**config.mk**
```make
export PLATFORM = sky130hd
export DESIGN_NAME = and2_req_arbiter
export DESIGN_NICKNAME = d
export VERILOG_FILES = /design/src/rtl/and2_arb_pkg.sv /design/src/rtl/rr_picker.sv /design/src/rtl/and2_req_arbiter.sv
export SDC_FILE = /design/constraint.sdc
export NUM_CORES = 1
export LEC_CHECK = 0
export CAP_MARGIN = 40
export CORE_AREA = 2 2 39 41
export DETAILED_ROUTE_END_ITERATION = 16
export DIE_AREA = 0 0 41 43
export DONT_BUFFER_PORTS = 1
export PLACE_DENSITY = 0.65
export SETUP_SLACK_MARGIN = 0.3
export SYNTH_ARGS = -nofsm -noshare
export SYNTH_HDL_FRONTEND = slang
export SYNTH_SLANG_ARGS = --single-unit
```
**constraint.sdc**
```tcl
create_clock -name clk -period 1.91 [get_ports clk]
set_input_delay 0.191 -clock clk [delete_from_list [all_inputs] [get_ports clk]]
set_output_delay 0.191 -clock clk [all_outputs]
set_load 0.03 [all_outputs]
```
**src/rtl/and2_arb_pkg.sv**
```systemverilog
// Shared types and helpers for the and2 request arbiter.
//   arb_state_e : arbiter FSM states
//   id_w(n)     : width of an index into n items, never less than 1 bit
package and2_arb_pkg;

  typedef enum logic [1:0] {IDLE, WAIT, RESP} arb_state_e;

  function automatic int unsigned id_w(input int unsigned n);
    return (n <= 1) ? 1 : $clog2(n);
  endfunction

endpackage

```
**src/rtl/rr_picker.sv**
```systemverilog
// Round-robin picker: selects the first set req_valid bit at or after rr_ptr, wrapping.
//   req_valid  : per-requester valid
//   rr_ptr     : index with highest priority this round
//   gnt_onehot : one-hot grant (all zero when nothing is valid)
//   gnt_idx    : binary index of the granted requester
//   any_valid  : at least one requester is valid
module rr_picker import and2_arb_pkg::*; #(
  parameter int unsigned NUM_REQ = 4
) (
  input  logic [NUM_REQ-1:0]       req_valid,
  input  logic [id_w(NUM_REQ)-1:0] rr_ptr,
  output logic [NUM_REQ-1:0]       gnt_onehot,
  output logic [id_w(NUM_REQ)-1:0] gnt_idx,
  output logic                     any_valid
);

  localparam int unsigned IdW = id_w(NUM_REQ);

  logic [IdW-1:0] idx;
  logic           found;

  always_comb begin
    gnt_onehot = '0;
    gnt_idx    = '0;
    idx        = '0;
    found      = 1'b0;
    // Walk offsets from rr_ptr; the first valid one wins.
    for (int unsigned off = 0; off < NUM_REQ; off++) begin
      idx = IdW'((32'(rr_ptr) + off) % NUM_REQ);
      if (!found && req_valid[idx]) begin
        found   = 1'b1;
        gnt_idx = idx;
      end
    end
    if (found) begin
      gnt_onehot[gnt_idx] = 1'b1;
    end
    any_valid = found;
  end

endmodule

```
**src/rtl/and2_req_arbiter.sv**
```systemverilog
// Shares one registered and2 datapath between NUM_REQ requesters.
// Requesters are granted round-robin; the granted operands are registered onto and_a/and_b,
// the result is sampled from and_y after RES_LAT cycles and returned as a one-cycle strobe
// tagged with the requester ID.
//   clk, rst          : clock (rising edge), asynchronous active-high reset
//   req_valid/a/b     : per-requester operand offer
//   req_ready         : one-hot accept, combinational in IDLE
//   and_a, and_b      : operands to the and2 datapath (held until the next grant)
//   and_y             : and2 result, sampled only in RESP
//   rsp_valid/id/y    : result strobe, requester ID and captured result
module and2_req_arbiter import and2_arb_pkg::*; #(
  parameter int unsigned NUM_REQ = 4,
  parameter int unsigned RES_LAT = 1
) (
  input  logic                     clk,
  input  logic                     rst,
  input  logic [NUM_REQ-1:0]       req_valid,
  input  logic [NUM_REQ-1:0]       req_a,
  input  logic [NUM_REQ-1:0]       req_b,
  output logic [NUM_REQ-1:0]       req_ready,
  output logic                     and_a,
  output logic                     and_b,
  input  logic                     and_y,
  output logic                     rsp_valid,
  output logic [id_w(NUM_REQ)-1:0] rsp_id,
  output logic                     rsp_y
);

  localparam int unsigned IdW  = id_w(NUM_REQ);
  localparam int unsigned LatW = id_w(RES_LAT);

  arb_state_e     state;
  logic [IdW-1:0] rr_ptr;
  logic [IdW-1:0] cur_id;
  logic [IdW-1:0] next_ptr;
  logic [LatW-1:0] lat_cnt;

  logic [NUM_REQ-1:0] gnt_onehot;
  logic [IdW-1:0]     gnt_idx;
  logic               any_valid;

  rr_picker #(
    .NUM_REQ (NUM_REQ)
  ) u_rr_picker (
    .req_valid  (req_valid),
    .rr_ptr     (rr_ptr),
    .gnt_onehot (gnt_onehot),
    .gnt_idx    (gnt_idx),
    .any_valid  (any_valid)
  );

  // The picker only grants valid bits, so a non-zero req_ready always completes a handshake.
  always_comb begin
    req_ready = '0;
    if (state == IDLE && !rst) begin
      req_ready = gnt_onehot;
    end
  end

  always_comb begin
    next_ptr = '0;
    if (cur_id != IdW'(NUM_REQ - 1)) begin
      next_ptr = cur_id + IdW'(1);
    end
  end

  always_ff @(posedge clk or posedge rst) begin
    if (rst) begin
      state     <= IDLE;
      rr_ptr    <= '0;
      cur_id    <= '0;
      lat_cnt   <= '0;
      and_a     <= 1'b0;
      and_b     <= 1'b0;
      rsp_valid <= 1'b0;
      rsp_id    <= '0;
      rsp_y     <= 1'b0;
    end else begin
      rsp_valid <= 1'b0;
      unique case (state)
        IDLE: begin
          if (any_valid) begin
            and_a   <= req_a[gnt_idx];
            and_b   <= req_b[gnt_idx];
            cur_id  <= gnt_idx;
            lat_cnt <= LatW'(RES_LAT - 1);
            state   <= WAIT;
          end
        end
        WAIT: begin
          if (lat_cnt == '0) begin
            state <= RESP;
          end else begin
            lat_cnt <= lat_cnt - LatW'(1);
          end
        end
        RESP: begin
          rsp_y     <= and_y;
          rsp_id    <= cur_id;
          rsp_valid <= 1'b1;
          rr_ptr    <= next_ptr;
          state     <= IDLE;
        end
        default: state <= IDLE;
      endcase
    end
  end

endmodule

```
==> results of run 1 <==
power by group:
part	leakage [nW]	internal [mW]	switching, mW	total [mW]
clock network	0.0138	0.0729	0.0782	0.151
logic	0.212	0.379	0.348	0.727
registers	0.145	0.382	0.232	0.613
metal layers:
layer	vias to the layer above	global-route usage	part of all wire
li1	272	-	-
met1	272	0.247	0.41
met2	13	0.306	0.53
met3	0	0.0995	0.056
met4	0	0.0200	0
met5	-	0	0
cell families (layout without fill, tap and decap cells):
family | count (synthesis) | count (layout) | synth area share
muxes | 8 | 8 | 0.127
DFF | 12 | 12 | 0.443
AOI/OAI and AO/OA | 15 | 15 | 0.184
buffers and inverters | 5 | 18 | 0.0295
adders and majority gates | 1 | 1 | 0.0184
and+or+nand+nor | 25 | 25 | 0.197
critical path, cell delays in order (launching register included):
cell and delay, ns:
dfrtp_2 0.44, mux2i_2 0.28, o22ai_2 0.15, nor2_4 0.20
and3_2 0.32
state kept, by name (all words and copies together), names as in the netlist:
signal / count
cur_id: 2
rr_ptr: 2
rsp_id: 2
state: 2
and_a: 1
and_b: 1
rsp_valid: 1
rsp_y: 1
worst paths after layout:
| path | slack, ns | cells past startpoint | end |
|---|---|---|---|
| setup / recovery | 0.07 | 4 | req_ready[1] |
| hold / removal | 0.08 | 1 | rsp_y |
| setup reg to reg | 0.17 | 7 | and_a |
| hold reg to reg | 0.46 | 1 | state[1] |
| max in group asynchronous | 1.20 | 2 | rr_ptr[1] |
| min in group asynchronous | 0.38 | 2 | and_a |
final cells by class:
cell class                      count  share of cell area
Multi-Input combinational cell     49               0.484
Sequential cell                    12               0.341
Timing Repair Buffer               12               0.113
Clock buffer                        3              0.0255
Tap cell                           16              0.0227
Inverter                            3              0.0127
what timing repair did:
item                                    in CTS  in global routing
hold endpoints to repair                    12                  0
endpoints found under the setup margin       6                  6
buffers inserted                             2                  6
gates resized for setup                      8                  8
hold buffers                                 1                  0
pin swaps                                    2                  8
cloned                                       0                  0
per-stage QoR:
step                utilization   TNS, ns  hold WS (ns)
finish                    0.638         0        0.0776
global placement          0.521         0         0.113
global route              0.638  -0.00648        0.0673
CTS                       0.579         0        0.0777
detailed placement        0.521         0         0.117
floorplan                     -         0        0.0557
placed cells by master, fill, tap and decap left out, drive strengths merged:
cell type / synthesis / layout
nand2: 6 / 6
o21ai: 2 / 2
a2111oi: 1 / 1
nor3b: 3 / 3
and3b: 1 / 1
a221oi: 1 / 1
nor2b: 2 / 2
o31ai: 1 / 1
o21a: 2 / 2
mux2i: 3 / 3
nor4: 2 / 2
o22ai: 2 / 2
nor2: 6 / 6
and3: 1 / 1
inv: 3 / 3
nand2b: 2 / 2
a21oi: 4 / 4
buf: 1 / 11
o311ai: 1 / 1
ha: 1 / 1
o211ai: 1 / 1
clkbuf: 1 / 3
mux2: 5 / 5
or3: 1 / 1
dlygate4sd3: 0 / 1
dfrtp: 12 / 12
nor3: 1 / 1
==> out/qor.csv, run 1 <==
metric,value,unit
die_x,41,um
yosysMostFrequentCell,dfrtp_1,
status,completed,
clock_sinks,12,
stdcell_count,95,
ys_seq_area_frac,0.443,
clk_pin_slew,0.07,ns
worst_slew_pin_slew,0.515,ns
syn_to_final_growth,30.3,%
vias_per_cell,5.86,
critical_path.max_fanout,6,
syn_avg_cell_area,10.3,um2
drc,0,
netlist_instances,66,
multi_input_area,428,um2
drive_above_1_share,0.468,
cp-start-kind,flip-flop,
rsz0062_at_grt,true,
required,1.72,ns
cts_tree,yes,
setup_ws,0.0700,ns
synth_cell_types,30,
ir_worst_vdd,886,uV
yosysWarnings,0,
die_area,1760,um2
antenna_found_initial,0,
grt_first_pass_wirelength,2340,um
vias,557,
synth_top_area_frac,0.443,
ys_top_cells_by_area,"dfrtp_1, mux2_2, mux2i_1",
drt-total-wl,1490,um
initial_core_util,0.490,
worst_setup_path_end_kind,output pin,
finalPower,1.49,mW
ys_async_sr_fraction,1.00,
cts-buffers-inserted,3,
htree_levels,1,
grt_max_degree,13,
synth-edff-count,0,
slew_headroom,0.656,
ys_dominant_reg_cell,dfrtp_1,
dpl-instance-area,721,um2
syn_nets,82,
fmaxAchievable,543,MHz
hp-start,and_y,
setup_viol,0,
clk_latency,0.27,ns
maxCapViolations,0,
grtUsageTotal,0.197,
final_nets,97,
min_period_over_period,0.963,
port_buffers,0,
gp_congestion,0.675,
wire_per_inst,15.6,um
core,1380,um2
fp.dieH,43,um
synth_common_cells,"dfrtp_1, nand2_1, mux2_2, nor2_1",
io_pins,25,
min_path_type,in -> reg,
p_per_area,1690,nW/um2
critPathArrivalTime,1.65,ns
num_antenna_cells,0,
cts_root_buf,clkbuf_4,
drv_slew,0,
dr.pass1.iters,4,
rows,14,
worstSetupPathType,reg -> out,
reg2reg_from,rr_ptr[1],
skew,0.000858,ns
power.leakage,0.371,nW
finalInstanceArea,883,um2
cp-startpoint,rr_ptr[1],
pre_cts_slack,0.126,ns
fin_crit,1.84,ns
drtAntennaViolNets,0,
syn_area,678,um2
yosys.area.top_type,dfrtp_1,
dpl.hpwl,1020,um
regArea,302,um2
grt_pass1_vias,527,
grt.overflow.total,0,
drt-initial-drc-count,8,
synth.ff_latch_count,12,
nFillCells,112,
dpl.cell_count,83,
clockBufferDepth,2,
hold_viol,0,
Power figures use the tool's default switching activity.
==> run 2: changes to the inputs <==
- GPL_ROUTABILITY_DRIVEN: unset -> 0
- PLACE_DENSITY: 0.65 -> unset
- PLACE_DENSITY_LB_ADDON: unset -> 0.25
==> run 2 against run 1 <==
Sequential share of layout area rose by 0.54 points. Cell count shrank 1.1%. Critical path depth is 1 higher. Setup slack worse by 0.011 ns. Register-to-register slack barely moved. Via count is the same. Wire length is 9.6% higher. Critical path type unchanged. Critical endpoint is now req_ready[2]. Largest power group unchanged.
==> out/qor.csv, run 2 (synthesized netlist as in run 1, its figures left out) <==
metric,value,unit,change
status,completed,,unchanged
cts-buffers-inserted,3,,unchanged
num_antenna_cells,0,,unchanged
syn_to_final_growth,28.2,%,was 30.3%
cts_root_buf,clkbuf_4,,unchanged
ir_worst_vdd,841,uV,was 886 uV
met3WireLength,62,um,was 83 um
dr.pass1.iters,4,,unchanged
grt.overflow.total,0,,unchanged
drv_slew,0,,unchanged
p_per_area,1740,nW/um2,was 1690 nW/um2
final_core_util,0.628,,was 0.638
antenna_found_initial,0,,unchanged
skew,0.00860,ns,was 0.000858 ns
grt_pass1_vias,563,,was 527
dpl.cell_count,83,,unchanged
grt_first_pass_wirelength,2590,um,was 2340 um
met1Wirelength,661,um,was 609 um
grtUsageTotal,0.226,,was 0.197
clockBufferDepth,2,,unchanged
initial_core_util,0.490,,unchanged
finalInstanceArea,870,um2,was 883 um2
required,1.72,ns,about the same
core,1380,um2,unchanged
dr_wl_met2,875,um,was 792 um
io_pins,25,,unchanged
dpl-instance-area,721,um2,unchanged
min_path_type,in -> reg,,unchanged
rows,14,,unchanged
slew_headroom,0.664,,was 0.656
rsz0062_at_grt,true,,unchanged
fp.dieH,43,um,unchanged
worstSetupPathType,reg -> out,,unchanged
top_layer,met4,,was met3
vias_per_cell,5.93,,was 5.86
drt-total-wl,1630,um,was 1490 um
grt_max_degree,13,,unchanged
final_common_cell,dfrtp_1,,unchanged
setup-tns-final,0,ns,unchanged
fmaxAchievable,540,MHz,was 543 MHz
hold_viol,0,,unchanged
final_nets,95,,was 97
clk_latency,0.28,ns,was 0.27 ns
critPathArrivalTime,1.66,ns,was 1.65 ns
worst_setup_path_end_kind,output pin,,unchanged
htree_levels,1,,unchanged
vias,557,,unchanged
cts_tree,yes,,unchanged
die_area,1760,um2,unchanged
port_buffers,0,,unchanged
nFillCells,114,,was 112
cp-start-kind,flip-flop,,unchanged
drc,0,,unchanged
drtAntennaViolNets,0,,unchanged
die_x,41,um,unchanged
dpl.hpwl,1070,um,was 1020 um
drive_above_1_share,0.436,,was 0.468
drt-initial-drc-count,18,,was 8
fin_crit,1.85,ns,was 1.84 ns
power.leakage,0.363,nW,was 0.371 nW
finalPower,1.52,mW,was 1.49 mW
clock_sinks,12,,unchanged
clk_pin_slew,0.09,ns,was 0.07 ns
setup_viol,0,,unchanged
min_period_over_period,0.969,,was 0.963
maxCapViolations,0,,unchanged
stdcell_count,94,,was 95
wire_per_inst,17.3,um,was 15.6 um
critical_path.max_fanout,6,,unchanged
layout_common_cells,"dfrtp_1, buf_4, nand2_1, mux2_2",,unchanged
worst_slew_pin_slew,0.503,ns,was 0.515 ns
run 2: cell count changes in the layout (fill, tap and decap cells not counted):
cell / before / now
buf_4: 9 / 7
or3_4: 1 / 0
clkbuf_8: 0 / 1
nand2b_4: 1 / 0
or3_1: 0 / 1
nand2b_1: 1 / 2
run 2: report_power, final:
| part | internal, mW | total (mW) | switching [mW] | leakage [nW] |
|---|---|---|---|---|
| Combinational | 0.341 | 0.708 | 0.367 | 0.196 |
| Sequential | 0.381 | 0.600 | 0.218 | 0.145 |
| Clock | 0.116 | 0.209 | 0.0937 | 0.0210 |
run 2: stage by stage:
step                      worst slack, ns  hold slack, ns
after CTS                          0.0887          0.0628
after detailed placement            0.203           0.126
after global placement              0.247           0.120
final                              0.0595          0.0674
after floorplan                     0.175          0.0557
after global routing             0.000279          0.0572
run 2: cell type report:
cell class / instances / area, um2 / share of cell area
clock buffer: 4 / 36.3 / 0.0417
inverter: 3 / 11.3 / 0.0129
multi-input combinational: 49 / 415 / 0.478
sequential: 12 / 302 / 0.347
tap: 16 / 20.0 / 0.0230
timing repair buffer: 10 / 85.1 / 0.0978
run 2: final timing paths:
check	from	end	slack (ns)	depth (start not counted)
worst min-delay path	and_y	rsp_y	0.07	1
max in group asynchronous	rst	rr_ptr[1]	1.19	2
worst max register to register	rr_ptr[1]	and_a	0.18	6
worst min register to register	state[1]	state[1]	0.45	1
worst max-delay path	rr_ptr[1]	req_ready[2]	0.06	5
min in group asynchronous	rst	state[0]	0.38	2
run 2: repair_timing:
action / in CTS / in global routing
gates resized for setup: 8 / 6
endpoints found under the setup margin: 6 / 6
cloned: 0 / 0
hold buffers: 1 / 0
pin swaps: 2 / 9
hold endpoints to repair: 12 / 0
buffers inserted: 4 / 2
run 2: routing by layer:
layer | up-vias | track usage
li1 | 264 | -
met1 | 270 | 0.295
met2 | 19 | 0.319
met3 | 4 | 0.0524
met4 | 0 | 0.147
met5 | - | 0
run 2: critical path: stages, from the launching register on:
cell and delay, ns:
dfrtp_2 0.46, mux2i_2 0.18, o22ai_2 0.23, nor2_4 0.10, nor4_4 0.24, buf_6 0.17
==> edit, RTL diff (settings of run 2) <==
`RES_LAT`: 1 -> 2.
--- a/src/rtl/and2_req_arbiter.sv
+++ b/src/rtl/and2_req_arbiter.sv
@@ -10,7 +10,7 @@
 //   rsp_valid/id/y    : result strobe, requester ID and captured result
 module and2_req_arbiter import and2_arb_pkg::*; #(
   parameter int unsigned NUM_REQ = 4,
-  parameter int unsigned RES_LAT = 1
+  parameter int unsigned RES_LAT = 2
 ) (
   input  logic                     clk,
   input  logic                     rst,
Behaviour: not the same (a bounded check fails within 4 cycles, from zero or initial values and one cycle with rst high).
==> edit against run 2 <==
Largest cell class unchanged; clock power shrank 18%; routed wire length grew 3.6%; fmax shrank 2.2%; critical path depth is the same; cell area grew 5.5%; sequential share of layout area grew 0.93 points; synthesized area grew 9.4%; largest power group unchanged; total power grew 4.6%; sequential cell count grew 1; setup slack lost 0.042 ns; clock skew shrank 0.0068 ns; utilization grew 3.4 points.
==> edit: results <==
set metrics [dict create \
    fin_skew_ns 0.00179 \
    synthDistinctLibCells 26 \
    ys_warn_count 0 \
    drive_gt1_share_pct 38.9 \
    place_area_um2 772 \
    r2r_slack_ns 0.27 \
    dp_hpwl_mm 1.15 \
    fillCellCount 121 \
    met1_length_um 691 \
    critPathLaunch "rr_ptr[1]" \
    cp-endpoint "req_ready[0]" \
    grt_use_total_pct 20.4 \
    worst_pin_slew_ns 0.515 \
    cp.arrival_ns 1.70 \
    vdd_ir_drop_max_uv 913 \
    synthAdderAreaFrac_pct 1.69 \
    synthTopCellsByCount "dfrtp_1 (13), a21oi_1 (7), nor2_1 (7)" \
    cts_buffers 3 \
    cp_max_fo 5 \
    routed_wl_mm 1.69 \
    dr_wl_met3_um 60 \
    worst_r2r_path_depth 8 \
    leakagePower_nw 0.419 \
    vias 638 \
    grt_pass1_vias 600 \
    status "completed" \
    synth.area.top_cells "dfrtp_1 (44%), mux2_2 (6.1%), a21oi_1 (4.7%)" \
    syn_nets 93 \
    seq_area_frac_synth_pct 43.8 \
    drtIter0Drc 8 \
    clock_path_buffers 2 \
    grt_pass1_wl_mm 2.42 \
    grt_max_degree 11 \
    wl_met2_um 917 \
]
-- edit: changes by cell type after synthesis, sizes merged, moves of 2 or more --
cell          run 2  this run
a21oi             4         7
nor2b             2         0
inv               3         6
nor3b             3         0
o21ai             2         6
nor2              6         9
or3               1         3
-- edit: critical path: stages, from the launching register on --
cell and delay (ns):
dfrtp_2 0.45, mux2i_1 0.15, o22ai_2 0.16, a21oi_2 0.05
or3_4 0.42, nor2_4 0.20
-- edit: how the worst min path moves through the flow --
stage | startpoint | end | slack [ns] | cells after the start
CTS | and_y | rsp_y | 0.06 | 1
global placement | rst | state[0] | -0.02 | 1
finish | and_y | rsp_y | 0.06 | 1
global route | and_y | rsp_y | 0.06 | 1
detailed placement | rst | state[0] | -0.01 | 1
floorplan | rst | and_a | 0.08 | 1
-- edit: area by class of cell --
| class | count | area (um^2) | area share [%] |
|---|---|---|---|
| clock buffers | 4 | 26.3 | 2.86 |
| well taps | 16 | 20.0 | 2.18 |
| inverters | 6 | 22.5 | 2.46 |
| repair buffers | 11 | 88.8 | 9.69 |
| flip-flops and latches | 13 | 327 | 35.6 |
| multi-input cells | 56 | 433 | 47.2 |
-- edit: per-layer routing --
layer,GRT usage (%),up-vias
li1,-,309
met1,24.0,310
met2,33.8,16
met3,4.71,3
met4,8.00,0
met5,0,-
-- edit: stage by stage --
step / cells / power [mW] / TNS [ns] / setup slack, ns / util (%)
floorplan: 77 / 1.10 / 0 / 0.257 / -
global placement: 94 / 1.21 / 0 / 0.223 / 55.8
detailed placement: 94 / 1.23 / 0 / 0.168 / 55.8
CTS: 105 / 1.52 / 0 / 0.0129 / 63.8
global route: 106 / 1.69 / -0.124 / -0.0633 / 66.3
finish: 106 / 1.59 / 0 / 0.0177 / 66.3
-- edit: repair_timing --
| action | 4_1_cts | 5_1_grt |
|---|---|---|
| setup endpoints to repair | 4 | 6 |
| setup buffers | 6 | 1 |
| hold buffers | 1 | 0 |
| resized for setup | 9 | 8 |
| hold endpoints to repair | 13 | 0 |
| pin swaps | 5 | 6 |
-- edit: logic make-up after synthesis --
group                      after synthesis
AOI/OAI and AO/OA                       22
adders and majority gates                1
buffers and inverters                    8
DFF                                     13
muxes                                    7
and+or+nand+nor                         26
-- edit: report_power, final --
part           switching (mW)  internal [mW]
logic                   0.381          0.400
clock network          0.0901         0.0809
registers               0.224          0.412
